### src/rtl/mem_access_pkg.sv
// Shared constants, FSM state encoding and request record for the memory access unit.
package mem_access_pkg;

    localparam int LANE_W     = 12;
    localparam int LANES      = 6;
    localparam int MEM_WORDS  = 393216;
    localparam int REQ_ADDR_W = 19;

    typedef enum logic [1:0] {
        IDLE,
        WRITE,
        READ,
        RESP
    } state_t;

    typedef struct packed {
        logic                      write;
        logic                      vector;
        logic [REQ_ADDR_W-1:0]     addr;
        logic [LANES*LANE_W-1:0]   wdata;
    } mem_req_t;

endpackage

### src/rtl/mem_access_unit.sv
// Purpose: single-outstanding scalar/6-lane load/store front end to a word memory, with range check.
// Latency: store resp 2 cycles, load READ_LAT+2, out-of-range 1 cycle after acceptance.
// Backpressure: req_ready only in IDLE; the response is held in RESP until resp_ready.
module mem_access_unit #(
    parameter int ADDR_W    = mem_access_pkg::REQ_ADDR_W,
    parameter int LANE_W    = mem_access_pkg::LANE_W,
    parameter int LANES     = mem_access_pkg::LANES,
    parameter int MEM_WORDS = mem_access_pkg::MEM_WORDS,
    parameter int READ_LAT  = 1
) (
    input  logic                      clk,
    input  logic                      rst,
    input  logic                      req_valid,
    output logic                      req_ready,
    input  logic                      req_write,
    input  logic                      req_vector,
    input  logic [ADDR_W-1:0]         req_addr,
    input  logic [LANES*LANE_W-1:0]   req_wdata,
    output logic                      resp_valid,
    input  logic                      resp_ready,
    output logic [LANES*LANE_W-1:0]   resp_rdata,
    output logic                      resp_err,
    output logic [ADDR_W-1:0]         mem_addr,
    output logic [LANES*LANE_W-1:0]   mem_wdata,
    output logic                      mem_wren,
    output logic                      mem_mode,
    input  logic [LANES*LANE_W-1:0]   mem_rdata
);
    import mem_access_pkg::*;

    localparam int         VEC_SPAN = LANES - 1;
    localparam logic [1:0] LAT_LAST = 2'(READ_LAT);

    state_t                    state;
    mem_req_t                  req_q;
    logic [1:0]                lat_cnt;
    logic [ADDR_W:0]           last_addr;
    logic                      out_of_range;
    logic [LANES*LANE_W-1:0]   load_data;

    // The extra top bit keeps addr+5 from wrapping back into range.
    always_comb begin
        last_addr    = {1'b0, req_addr} + (req_vector ? (ADDR_W+1)'(VEC_SPAN) : '0);
        out_of_range = last_addr >= (ADDR_W+1)'(MEM_WORDS);
        load_data    = req_q.vector ? mem_rdata
                                    : {{(LANES-1)*LANE_W{1'b0}}, mem_rdata[LANE_W-1:0]};
    end

    always_ff @(posedge clk) begin
        if (rst) begin
            state      <= IDLE;
            req_q      <= '0;
            lat_cnt    <= '0;
            req_ready  <= 1'b1;
            resp_valid <= 1'b0;
            resp_err   <= 1'b0;
            resp_rdata <= '0;
            mem_wren   <= 1'b0;
        end else begin
            case (state)
                IDLE: begin
                    if (req_valid) begin
                        req_q      <= '{write: req_write, vector: req_vector,
                                        addr: req_addr, wdata: req_wdata};
                        req_ready  <= 1'b0;
                        lat_cnt    <= '0;
                        resp_rdata <= '0;
                        resp_err   <= out_of_range;
                        if (out_of_range) begin
                            state      <= RESP;
                            resp_valid <= 1'b1;
                        end else if (req_write) begin
                            state    <= WRITE;
                            mem_wren <= 1'b1;
                        end else begin
                            state <= READ;
                        end
                    end
                end
                // Stores finish after their single write cycle; loads after READ_LAT+1 cycles.
                WRITE, READ: begin
                    if (state == WRITE || lat_cnt == LAT_LAST) begin
                        state      <= RESP;
                        resp_valid <= 1'b1;
                        mem_wren   <= 1'b0;
                        lat_cnt    <= '0;
                        resp_rdata <= req_q.write ? '0 : load_data;
                    end else begin
                        lat_cnt <= lat_cnt + 2'd1;
                    end
                end
                RESP: begin
                    if (resp_ready) begin
                        state      <= IDLE;
                        resp_valid <= 1'b0;
                        req_ready  <= 1'b1;
                    end
                end
                default: state <= IDLE;
            endcase
        end
    end

    assign mem_addr  = req_q.addr;
    assign mem_wdata = req_q.wdata;
    assign mem_mode  = req_q.vector;

endmodule

### config.mk
export PLATFORM = sky130hd
export DESIGN_NAME = mem_access_unit
export DESIGN_NICKNAME = d
export VERILOG_FILES = /design/src/rtl/mem_access_pkg.sv /design/src/rtl/mem_access_unit.sv
export SDC_FILE = /design/constraint.sdc
export NUM_CORES = 1
export LEC_CHECK = 0
export CORE_MARGIN = 10
export CORE_UTILIZATION = 40
export DETAILED_ROUTE_END_ITERATION = 6
export PLACE_DENSITY = 0.8
export SKIP_CTS_REPAIR_TIMING = 1
export SLEW_MARGIN = 30
export SYNTH_ARGS = -nofsm -noshare
export SYNTH_HDL_FRONTEND = slang
export SYNTH_SLANG_ARGS = --single-unit
export TNS_END_PERCENT = 10
### constraint.sdc
create_clock -name clk -period 2.9 [get_ports clk]
set_input_delay 0.87 -clock clk [delete_from_list [all_inputs] [get_ports clk]]
set_output_delay 0.87 -clock clk [all_outputs]
set_load 0.01 [all_outputs]
# ---- After elaboration in Yosys (flattened, before gate mapping)
# Index checks and enable logic that the tools add are counted.
dict set report op_classes {
  addsub 2
  n_lt_le_gt_ge 1
  eq_ne 10
  n_mux 28
  reduce_logical 12
}
# op count
set ops {}
lappend ops {{$mux W72} 4}
lappend ops {{$pmux W72 S2} 1}
lappend ops {{$add A19 B3 Y20} 1}
lappend ops {{$ge A20 B19 Y1 const B} 1}
lappend ops {{$mux W2} 7}
lappend ops {{$ne A2 B2 Y1 const B} 6}
lappend ops {{$mux W1} 10}
lappend ops {{$reduce_and A3 Y1} 3}
lappend ops {{$pmux W2 S3} 1}
lappend ops {{$reduce_and A5 Y1} 1}
lappend ops {{$eq A2 B1 Y1 const B} 2}
lappend ops {{$eq A2 B2 Y1 const B} 2}
lappend ops {{$pmux W1 S2} 2}
lappend ops {{$pmux W2 S2} 1}
lappend ops {{$reduce_and A2 Y1} 2}
lappend ops {{$reduce_and A4 Y1} 1}
lappend ops {{$reduce_bool A2 Y1} 2}
lappend ops {{$mux W3} 1}
lappend ops {{$pmux W1 S3} 1}
lappend ops {{$add A2 B1 Y2 const B} 1}
lappend ops {{$logic_not A2 Y1} 1}
lappend ops {{$reduce_or A2 Y1} 1}
lappend ops {{$logic_or A1 B1 Y1} 1}
dict set report totals {
  regBits 173
  input_bits 169
  output_inout_bits 168
  wordCells 64
}

# ---- Logic depth before layout (Yosys ltp)
dict set report depth {
  word_depth 6
  mapped_depth 10
  ltp_nobuf 7
}

# ---- Worst setup path after synthesis
# No wires, ideal clock.
dict set report synth_timing {
  kind {input to register}
  from {input port req_vector}
  to {register mem_wren}
  setup_ps 123
  arrival_ps 2185
  required_ps 2777
  path_slack_ps 592
  stages 7
  n_path_buf 0
  path_cell_list {ha_1 -> ha_1 -> nand4b_1 -> a21oi_1 -> or2_2 -> a31oi_1 -> mux2_1}
}
dict set report synth_between {
  elab_chain_cells 5
}
# element line_no
set synth_rtl {}
lappend synth_rtl {{start: declaration} mem_access_unit.sv:16} ;# input logic req_vector,
lappend synth_rtl {{$mux W3} mem_access_unit.sv:43} ;# last_addr = {1'b0, req_addr} + (req_vector ? (ADDR_W+1)'(VEC_SPAN) : '0);
lappend synth_rtl {{$add A19 B3 Y20} mem_access_unit.sv:43}
lappend synth_rtl {{$ge A20 B19 Y1} mem_access_unit.sv:44} ;# out_of_range = last_addr >= (ADDR_W+1)'(MEM_WORDS);
lappend synth_rtl {{$ne A2 B2 Y1 (no source line)} n/a}
lappend synth_rtl {{$reduce_and A5 Y1 (no source line)} n/a}
lappend synth_rtl {{end signal: assignment} mem_access_unit.sv:58} ;# mem_wren <= 1'b0;
lappend synth_rtl {{end signal: assignment} mem_access_unit.sv:74} ;# mem_wren <= 1'b1;
lappend synth_rtl {{end signal: assignment} mem_access_unit.sv:85} ;# mem_wren <= 1'b0;
lappend synth_rtl {{end: declaration} mem_access_unit.sv:25} ;# output logic mem_wren,
# No other way between the ends.
# A chain may end at the register's enable or synchronous reset.

# ---- Worst setup path in the final report
# Same ends and word-level chain as after synthesis.

==> implementation parameters <==
Parameter                              Value

Outcome
  Status ... finished clean

Floorplanning
  Height of the die ... 150 µm
  Core Region ... 16,500 µm²
  Total Die Area ... 22,500 µm²
  Die X-Extent ... 150 µm
  Site row count ... 47
  Top-Level Pins ... 337
  Effective utilization at floorplan ... 40.8%

Global route
  Vias in the first global route ... 5,649
  Global routing usage summed across all routing layers ... 18.0%
  Total grt overflow ... 0
  Number of antenna violations at the first check in global routing ... 0
  Pin count of the biggest net entering global routing ... 103
  Global-route wire length before repair ... 31.8 mm

Power
  Leak Pwr ... 0.00383 µW
  Switching power summed over all nets ... 2390 µW
  Worst vdd rail ir drop ... 0.412 mV
  Reg power frac ... 38.3%
  Clock power share ... 29.5%
  Switching share of power ... 32.2%
  Combinational fraction of design power ... 32.1%
  Power per cell area ... 732 nW/µm²
  Power Internal ... 5050 µW

Clocking
  Sink count of the clock tree ... 173
  Clock tree from TritonCTS ... done
  Clock-pin slew on the worst setup and hold paths ... 0.07 ns
  CTS buffer count ... 17
  CTS root buffer ... sky130_fd_sc_hd__clkbuf_16
  Skew-Pair Late Insertion Delay ... 0.42 ns
  Maximum level of the CTS H-tree ... 4
  Maximum buffer depth of the clock tree ... 2

STA
  Shortest clock period the worst path allows after layout ... 2.46 ns
  Slew headroom ... 64.3%
  Final clock period utilization by the worst path ... 84.9%
  Final setup TNS ... 0 ns
  Measured slew at the worst slew-check pin ... 0.532 ns
  RSZ-0062 raised after global routing ... no
  Clock tree skew after final layout ... 0.0104 ns
  Highest clock rate ... 406 MHz
  Count of final hold-check violations ... 0
  Setup-failing EPs final ... 0
  Pins over their slew limit ... 0

Placed design
  Final HPWL from detailed placement ... 16.0 mm
  Buffers added on ports ... 336
  RD Place Congestion ... 0.808
  Post-detailed-placement cell area ... 9610 µm²

Job
  Number of maximum-capacitance constraint violations ... 0

Synthesis
  Sequential area share after synthesis ... 51.4%
  Count leader, synth ... sky130_fd_sc_hd__nand2_1
  Syn nets ... 918
  Cell area after synthesis ... 6740 µm²
  Warnings, synthesis ... 0
  Post-Synth Adder-Cell Area ... 1.48%
  Number of distinct standard cells referenced by the synthesized netlist ... 38
  Post-Synthesis Mean Instance Area ... 9.10 µm²
  Async S/R FF share, synth ... 0%
  Combinational family with the most area after synthesis ... compound AO/OA/AOI/OAI gates
  Number of cells produced by synthesis ... 741
  Mux contribution to synthesized area ... 0.482%
  Synth Area in XOR/XNOR ... 0.130%
  Library cell occupying the most area in the post-synthesis netlist ... sky130_fd_sc_hd__dfxtp_1
  Top flip-flop cell by instance count after synthesis ... sky130_fd_sc_hd__dfxtp_1
  EDFF count, synth ... 0
  Synth Area in Simple Gates ... 14.0%
  Largest cells by area after synthesis ... sky130_fd_sc_hd__dfxtp_1, sky130_fd_sc_hd__nand2_1, sky130_fd_sc_hd__buf_4
  Fraction of the mapped netlist area in compound gates ... 18.3%
  Area share of the largest cell type after synthesis ... 51.4%
  Synthesis-stage register bit count ... 173
  Most common library cells after synthesis ... sky130_fd_sc_hd__nand2_1, sky130_fd_sc_hd__dfxtp_1, sky130_fd_sc_hd__a21oi_1

Route
  Total wirelength of the detailed-routed design ... 21.6 mm
  Count of routing violations after the opening detailed-route iteration ... 270
  First-pass iteration count of the detailed router ... 6
  Avg Vias per Cell ... 4.84
  Wirelength per Cell ... 18.0 µm
  Highest layer used for signal routing ... met4
  Met3 Routed Length ... 1.93 mm
  Residual antenna-violating net count after detailed routing ... 0
  Routed metal-1 wire length ... 8.11 mm
  Number of vias after detailed routing ... 5,806
  Amount of wire on met2 after detailed routing ... 11.0 mm
  DRC violations left ... 0

Hold path
  Hold-critical path endpoint ... mem_wdata[29]
  Worst Hold Class ... reg2reg
  Critical hold path startpoint ... mem_wdata[29]
  Depth of the worst hold-timing path ... 2

Setup path
  Worst endpoint required time ... 3.21 ns
  Nature of the critical path startpoint ... input port
  Crit Reg-Reg Startpoint ... state[0]
  Slack of the worst reg-to-reg path ... 0.68 ns
  R2r worst-path depth ... 8
  Worst Path Arrival ... 2.77 ns
  R2R Path End ... resp_rdata[68]
  Crit-path max FO ... 3
  Setup Crit Path Kind ... in2reg
  Sort of element at the end of the critical path ... register

Final layout
  Number of nets in the layout ... 1,145
  Share of layout cells above drive strength 1 ... 5.51%
  Area of all placed cells without fillers ... 10,200 µm²
  Fill cells ... 1,380
  Diodes inserted ... 0
  Area used by multi-input combinational logic ... 2340 µm²
  Register cell area after layout ... 3460 µm²
  Area delta synth->final ... 50.9%
## per-stage QoR
step | total power [µW] | hold slack, ns | util [%] | std cells | worst slack [ns]
finish | 7440 | 0.452 | 61.6 | 1200 | 0.438
global route | 7870 | 0.469 | 61.6 | 1200 | 0.371
global placement | 5280 | 0.441 | 58.1 | 1169 | 0.0475
detailed placement | 5320 | 0.446 | 58.1 | 1169 | 0.0265
CTS | 7540 | 0.454 | 61.6 | 1200 | 0.452
floorplan | 4400 | 0.437 | - | 741 | 0.592
## power by group through the flow
stage / Combinational (µW) / Sequential [µW] / Clock [µW]
final: 2390 / 2850 / 2200
after CTS: 2420 / 2850 / 2260
after global placement: 2390 / 2890 / 0
after detailed placement: 2410 / 2910 / 0
after global routing: 2620 / 2890 / 2350
after floorplan: 1480 / 2920 / 0
## metal layers
| layer | up-vias | global-route usage, % |
|---|---|---|
| li1 | 2851 | - |
| met1 | 2717 | 19.3 |
| met2 | 210 | 31.0 |
| met3 | 28 | 7.70 |
| met4 | 0 | 6.37 |
| met5 | - | 0 |
## sequential cells by signal (all words and copies together) (netlist names), 2 cells and up
name        flops
mem_wdata      72
resp_rdata     72
mem_addr       19
lat_cnt         2
state           2
## worst max-delay path by stage
stage	start	to	slack (ns)	cells after the start
2_1_floorplan	req_vector	mem_wren	0.59	7
3_3_place_gp	req_addr[6]	mem_wren	0.05	6
3_5_place_dp	req_addr[6]	mem_wren	0.03	6
4_1_cts	req_vector	mem_wren	0.45	7
5_1_grt	req_vector	mem_wren	0.37	7
6_report	req_vector	mem_wren	0.44	7
## kinds of logic after synthesis
kind of cell,count (synthesis)
fa+ha+maj,8
mux,3
simple gates,226
buf+inv,145
flops,173
xor+xnor,1
compound gates,185
## worst max-delay path: stages
cell                              delay, ns
sky130_fd_sc_hd__clkdlybuf4s50_1       0.45
sky130_fd_sc_hd__ha_1                  0.34
sky130_fd_sc_hd__nor2b_1               0.16
sky130_fd_sc_hd__nand4_1               0.14
sky130_fd_sc_hd__mux2_2                0.30
sky130_fd_sc_hd__a31oi_1               0.18
sky130_fd_sc_hd__mux2_1                0.33
## layout by cell type, fill, tap and decap left out, types with 3 or more instances in the layout
master                              n
sky130_fd_sc_hd__ha_1               8
sky130_fd_sc_hd__dfxtp_1          173
sky130_fd_sc_hd__clkdlybuf4s50_1  335
sky130_fd_sc_hd__nand2_1          196
sky130_fd_sc_hd__buf_4              8
sky130_fd_sc_hd__a22o_1            72
sky130_fd_sc_hd__nor2_1             7
sky130_fd_sc_hd__nor2b_1            3
sky130_fd_sc_hd__clkinvlp_4         3
sky130_fd_sc_hd__nand4_1            4
sky130_fd_sc_hd__buf_12             5
sky130_fd_sc_hd__o21ai_0            4
sky130_fd_sc_hd__a21oi_1           98
sky130_fd_sc_hd__clkbuf_16         17
sky130_fd_sc_hd__inv_1              5
## area by class of cell
cell class              count  share of cell area (%)
repair buffers            348                    34.5
inverters                   5                   0.184
well taps                 220                    2.71
clock inverters            11                    1.07
multi-input cells         423                    23.0
flip-flops and latches    173                    34.0
clock buffers              20                    4.49
(Power assumes the default switching activity.)
